$ cat src/rtl/clk_rst_seq.sv
// clk_rst_seq
//   Board-level clock/reset sequencer for the detection datapath.
//   Synchronizes the raw async reset, holds every channel in reset for
//   HOLD_CYCLES, then releases channels one by one, STAGGER cycles apart.
//   Each released channel gets a clock-enable strobe with period div+1.
//   A software re-sequence request (sw_rst) restarts from the hold phase.
// Ports
//   clk      system clock, rising edge
//   rst      async active-high reset
//   sw_rst   sync one-cycle re-sequence request
//   div_i    per-channel divide value, ch k at [k*DIV_W +: DIV_W]
//   rst_o    per-channel reset, active-high, registered
//   ce_o     per-channel clock enable, registered
//   ready_o  high once all channels are released

// Per-channel clock-enable generator.
//   go   : this edge releases the channel (rst_cur is still 1)
//   clr  : re-sequence, drop back to idle
//   cnt holds the position inside the current period; ce is high in the
//   cycle where cnt equals the latched divide value.
module clk_rst_seq_lane #(
  parameter int DIV_W = 8
) (
  input  logic             clk,
  input  logic             rst,
  input  logic             rst_cur,
  input  logic             go,
  input  logic             clr,
  input  logic [DIV_W-1:0] div,
  output logic             ce
);
  logic [DIV_W-1:0] cnt, d, cnt_inc;

  // cnt < d whenever it is incremented, so this never wraps.
  assign cnt_inc = cnt + DIV_W'(1);

  always_ff @(posedge clk or posedge rst) begin
    if (rst) begin
      cnt <= '0;
      d   <= '0;
      ce  <= 1'b0;
    end else if (clr || (rst_cur && !go)) begin
      cnt <= '0;
      d   <= div;
      ce  <= 1'b0;
    end else if (rst_cur || ce) begin
      // Release edge or end of a pulse cycle: start a new period with a
      // freshly latched divide value. ce is computed one edge ahead so a
      // zero divide pulses already in the first released cycle.
      cnt <= '0;
      d   <= div;
      ce  <= (div == '0);
    end else begin
      cnt <= cnt_inc;
      ce  <= (cnt_inc == d);
    end
  end
endmodule

module clk_rst_seq #(
  parameter int N_CH        = 4,
  parameter int SYNC_STAGES = 2,
  parameter int HOLD_CYCLES = 8,
  parameter int STAGGER     = 4,
  parameter int DIV_W       = 8
) (
  input  logic                    clk,
  input  logic                    rst,
  input  logic                    sw_rst,
  input  logic [N_CH*DIV_W-1:0]   div_i,
  output logic [N_CH-1:0]         rst_o,
  output logic [N_CH-1:0]         ce_o,
  output logic                    ready_o
);
  localparam int HW = $clog2(HOLD_CYCLES + 1);
  localparam int SW = $clog2(STAGGER + 1);
  localparam int IW = $clog2(N_CH + 1);

  typedef enum logic [1:0] {S_SYNC, S_HOLD, S_REL, S_RUN} state_t;

  state_t           state;
  logic [SYNC_STAGES-1:0] sync;
  logic             rst_i;
  logic [HW-1:0]    hold_cnt;
  logic [SW-1:0]    stg_cnt;
  logic [IW-1:0]    idx;       // next channel to release; N_CH = all done
  logic [N_CH-1:0]  rel_stb;   // channels released on this edge
  logic             sw_take;

  // Async-assert, sync-deassert reset chain.
  always_ff @(posedge clk or posedge rst) begin
    if (rst) sync <= '1;
    else     sync <= {sync[SYNC_STAGES-2:0], 1'b0};
  end
  assign rst_i = sync[SYNC_STAGES-1];

  // Re-sequence only once the FSM has left SYNC; in SYNC it is already
  // heading into a fresh hold phase.
  assign sw_take = !rst_i && sw_rst && (state != S_SYNC);

  // Release decision is shared with the lanes so their first ce can be
  // registered on the same edge that drops rst_o.
  always_comb begin
    rel_stb = '0;
    if (!rst_i && !sw_rst) begin
      if (state == S_HOLD && hold_cnt == HW'(HOLD_CYCLES - 1))
        rel_stb[0] = 1'b1;
      if (state == S_REL && stg_cnt == SW'(STAGGER - 1))
        for (int k = 0; k < N_CH; k++)
          if (idx == IW'(k)) rel_stb[k] = 1'b1;
    end
  end

  always_ff @(posedge clk or posedge rst) begin
    if (rst) begin
      state    <= S_SYNC;
      rst_o    <= '1;
      ready_o  <= 1'b0;
      hold_cnt <= '0;
      stg_cnt  <= '0;
      idx      <= '0;
    end else if (sw_take) begin
      state    <= S_HOLD;
      rst_o    <= '1;
      ready_o  <= 1'b0;
      hold_cnt <= '0;
    end else begin
      rst_o <= rst_o & ~rel_stb;
      case (state)
        S_SYNC: begin
          if (!rst_i) begin
            state    <= S_HOLD;
            hold_cnt <= '0;
          end
        end
        S_HOLD: begin
          if (hold_cnt == HW'(HOLD_CYCLES - 1)) begin
            state   <= S_REL;
            stg_cnt <= '0;
            idx     <= IW'(1);   // ch0 drops on this edge
          end else begin
            hold_cnt <= hold_cnt + HW'(1);
          end
        end
        S_REL: begin
          if (idx == IW'(N_CH)) begin
            state   <= S_RUN;
            ready_o <= 1'b1;
          end else if (stg_cnt == SW'(STAGGER - 1)) begin
            idx     <= idx + IW'(1);
            stg_cnt <= '0;
          end else begin
            stg_cnt <= stg_cnt + SW'(1);
          end
        end
        default: ;  // S_RUN: wait for rst or sw_rst
      endcase
    end
  end

  for (genvar g = 0; g < N_CH; g++) begin : g_lane
    clk_rst_seq_lane #(.DIV_W(DIV_W)) u_lane (
      .clk     (clk),
      .rst     (rst),
      .rst_cur (rst_o[g]),
      .go      (rel_stb[g]),
      .clr     (sw_take),
      .div     (div_i[g*DIV_W +: DIV_W]),
      .ce      (ce_o[g])
    );
  end
endmodule

$ cat config.mk
export PLATFORM = sky130hd
export DESIGN_NAME = clk_rst_seq
export DESIGN_NICKNAME = d
export VERILOG_FILES = /design/src/rtl/clk_rst_seq.sv
export SDC_FILE = /design/constraint.sdc
export NUM_CORES = 1
export LEC_CHECK = 0
export ABC_CLOCK_PERIOD_IN_PS = 3800
export CAP_MARGIN = 20
export CORE_MARGIN = 2
export CORE_UTILIZATION = 40
export CTS_CLUSTER_SIZE = 12
export DETAILED_ROUTE_END_ITERATION = 6
export DONT_BUFFER_PORTS = 1
export GPL_TIMING_DRIVEN = 0
export HOLD_SLACK_MARGIN = 0.02
export SLEW_MARGIN = 20
export SYNTH_ARGS = -nofsm -noshare
export SYNTH_HDL_FRONTEND = slang
export SYNTH_SLANG_ARGS = --single-unit
$ cat constraint.sdc
create_clock -name clk -period 3.8 [get_ports clk]
set_clock_uncertainty 0.15 [all_clocks]
set_input_delay 0.38 -clock clk [delete_from_list [all_inputs] [get_ports clk]]
set_output_delay 0.38 -clock clk [all_outputs]
set_load 0.1 [all_outputs]
==> results.toml <==
[global_routing]
grt_start_max_net_pins = 58
antenna_found_initial = 0
grt_pass1_vias = 3221
track_usage = 0.160
grt-ovfl-total = 0
grt_pass1_wl_mm = 15.0

[setup_path]
cp-end-kind = "flop"
reg2reg_depth = 7
crit_arrival_ns = 2.68
critPathKind = "flop to flop"
reg2reg_slack_ns = 1.21
cp_max_fo = 10
startpoint_type = "flop"
r2r_end = "g_lane[3].u_lane.d[0]"
reg2reg_from = "sync[1]"
worst_ep_required_time_ns = 3.89
critPathLaunch = "sync[1]"

[finish]
num_antenna_cells = 0
fillCellCount = 1004
fin_area_um2 = 5200
drive_above_1_share = 0.106
finalNetCount = 517
area_growth_pct = 16.0
final_util = 0.478

[synth]
synthArstFlopShare = 1.00
yosysTopAreaCellShare = 0.452
synth_edf_count = 0
synth_top_family_by_area = "simple AND/OR/NAND/NOR gates"
yosysWarnings = 0
syn_area_per_cell_um2 = 10.6
synth-compound-area-share = 0.0809
synth_top_area_cell = "dfrtp_1"
synth.area.top_cells = "dfrtp_1 (45%), mux2_1 (7.0%), xor2_1 (5.5%)"
synthAdderAreaFrac = 0.0418
ys_types = 60
synth_nets = 472
synth-xor-area-share = 0.105
synthMuxAreaShare = 0.0823
synth-simple-area-share = 0.162
synth-seq-area-share = 0.487
synthCells = 422
ys_seq_elements = 87
postSynth.topFlopCell = "dfrtp_1"
netlist_area_um2 = 4490

[die]
die_w_um = 110
die_area_um2 = 12100
die_h_um = 110
core.rowCount = 38
start_util = 0.412
ioPinCount = 44
core_area_um2 = 10900

[clocking]
root_buffer = "clkbuf_8"
cts_tree = "done"
clk_latency_ns = 0.36
cts.clk_slew.worst_paths_ns = 0.09
clock_path_buffers = 2
ctsHtreeMaxLevel = 3
numCtsBuffers = 9
cts.sinks = 87

[power]
p_leak_nw = 2.18
irDropWorstVdd_v = 0.000276
powerDensity_nw_per_um2 = 386
power_mw = 2.01

[sta]
hold_ws_ns = 0.0450
maxSlewViolCount = 0
tns_ns = 0
max-slew-margin-rel = 0.403
worst_pin_slew_ns = 0.896
rsz0062_at_grt = "false"
fmax_mhz = 387
fin_crit_ns = 2.59
post-route-period-util = 0.681
setup_viol = 0
hold_violations = 0

[placed_design]
portBuffers = 0
gp_congestion = 0.894
dp_hpwl_mm = 6.24
postPlaceCellArea_um2 = 4690

[detailed_routing]
vias = 3141
met2WireLength_mm = 4.12
wire_per_inst_um = 14.1
remaining_drc_errors = 0
route.met3.wl_um = 368
dr.pass1.iters = 7
drt_first_iter_violations = 126
wl_met1_mm = 4.09
wl_mm = 8.64
antenna_left = 0
top_layer = "met4"
viasPerCell = 5.13

[worst_hold_path]
min-delay-start = "div_i[20]"
holdPathEnd = "g_lane[2].u_lane.ce"
hold_path.class = "input port to flop"
holdPathStages = 3

[status]
status = "finished, final reports clean"

[run]
drv_cap = 0
-- repair_timing --
action,in CTS,in global routing
gates resized for setup,0,0
buffers inserted,0,0
hold buffers,33,0
endpoints found under the hold margin,62,0
-- worst max-delay path, cell delays in order, from the launching register on --
cell and delay [ns]:
dfstp_2 0.53, clkbuf_1 0.32, or3b_1 0.17, clkbuf_1 0.24
buf_2 0.36, nand2_2 0.18, buf_4 0.22, mux2_1 0.31
-- report_power, final --
| part | internal [mW] | total [mW] | switching (mW) | leakage [nW] |
|---|---|---|---|---|
| Clock | 0.257 | 0.595 | 0.338 | 0.0849 |
| Combinational | 0.161 | 0.387 | 0.226 | 0.983 |
| Sequential | 0.981 | 1.03 | 0.0452 | 1.11 |
-- placed cells by master, fill, tap and decap left out, types with 6 or more instances in the layout --
cell type / instances
nor2_1: 49
clkbuf_8: 10
nand4_1: 9
nand2_1: 20
dlygate4sd3_1: 33
dfstp_2: 6
and3_1: 8
ha_1: 15
xnor2_1: 26
clkbuf_1: 6
xor2_1: 28
o21ai_0: 11
nand3_1: 21
inv_1: 13
buf_4: 9
nor3_1: 7
a21oi_1: 10
dfrtp_1: 81
mux2_1: 28
-- per-stage QoR --
stage | worst slack [ns] | cells
floorplan | 1.03 | 422
global placement | 0.0666 | 562
detailed placement | 1.24 | 563
CTS | 1.20 | 612
global route | 1.00 | 612
finish | 1.21 | 612
-- final cells by class --
class,instances,area [um^2],share of cell area
Sequential cell,87,2180,0.420
Multi-Input combinational cell,300,2120,0.408
Timing Repair Buffer,34,358,0.0688
Tap cell,140,175,0.0337
Clock buffer,10,138,0.0264
Buffer,21,126,0.0243
Inverter,14,55.1,0.0106
Clock inverter,6,45.0,0.00866
-- how the worst max path moves through the flow --
| stage | end | slack (ns) | cells past startpoint |
|---|---|---|---|
| 3_5_place_dp | g_lane[3].u_lane.d[1] | 1.24 | 7 |
| 5_1_grt | g_lane[3].u_lane.d[0] | 1.00 | 7 |
| 2_1_floorplan | g_lane[0].u_lane.ce | 1.03 | 1 |
| 3_3_place_gp | g_lane[3].u_lane.d[0] | 0.07 | 1 |
| 4_1_cts | g_lane[3].u_lane.d[0] | 1.20 | 7 |
| 6_report | g_lane[3].u_lane.d[0] | 1.21 | 7 |
-- routing by layer --
layer / global-route usage / vias up
met5: 0 / -
li1: - / 1555
met2: 0.252 / 51
met4: 0.0425 / 0
met1: 0.214 / 1529
met3: 0.0480 / 6
-- sequential cells by signal, summed over array words and instances (netlist names) --
signal,count
state,2
stg_cnt,3
g_lane.u_lane.ce,4
idx,3
hold_cnt,4
g_lane.u_lane.cnt,32
sync,2
ready_o,1
rst_o,4
g_lane.u_lane.d,32
-- cell families after synthesis --
kind of cell	count (synthesis)
and+or+nand+nor	143
DFF	87
AOI/OAI and AO/OA	54
xor gates and xnor gates	54
buffers and inverters	35
muxes	33
adders and majority gates	15
other	1
-- Yosys cell counts, types with 6 or more instances --
cell / count
buf_4: 9
and3_1: 8
xnor2_1: 26
o21ai_0: 11
nor2_1: 49
nand3_1: 21
inv_1: 14
a21oi_1: 10
dfrtp_1: 81
nand2_1: 20
mux2_1: 28
clkbuf_1: 6
xor2_1: 28
ha_1: 15
nor3_1: 7
nand4_1: 9
dfstp_2: 6
Power figures use the tool's default switching activity.
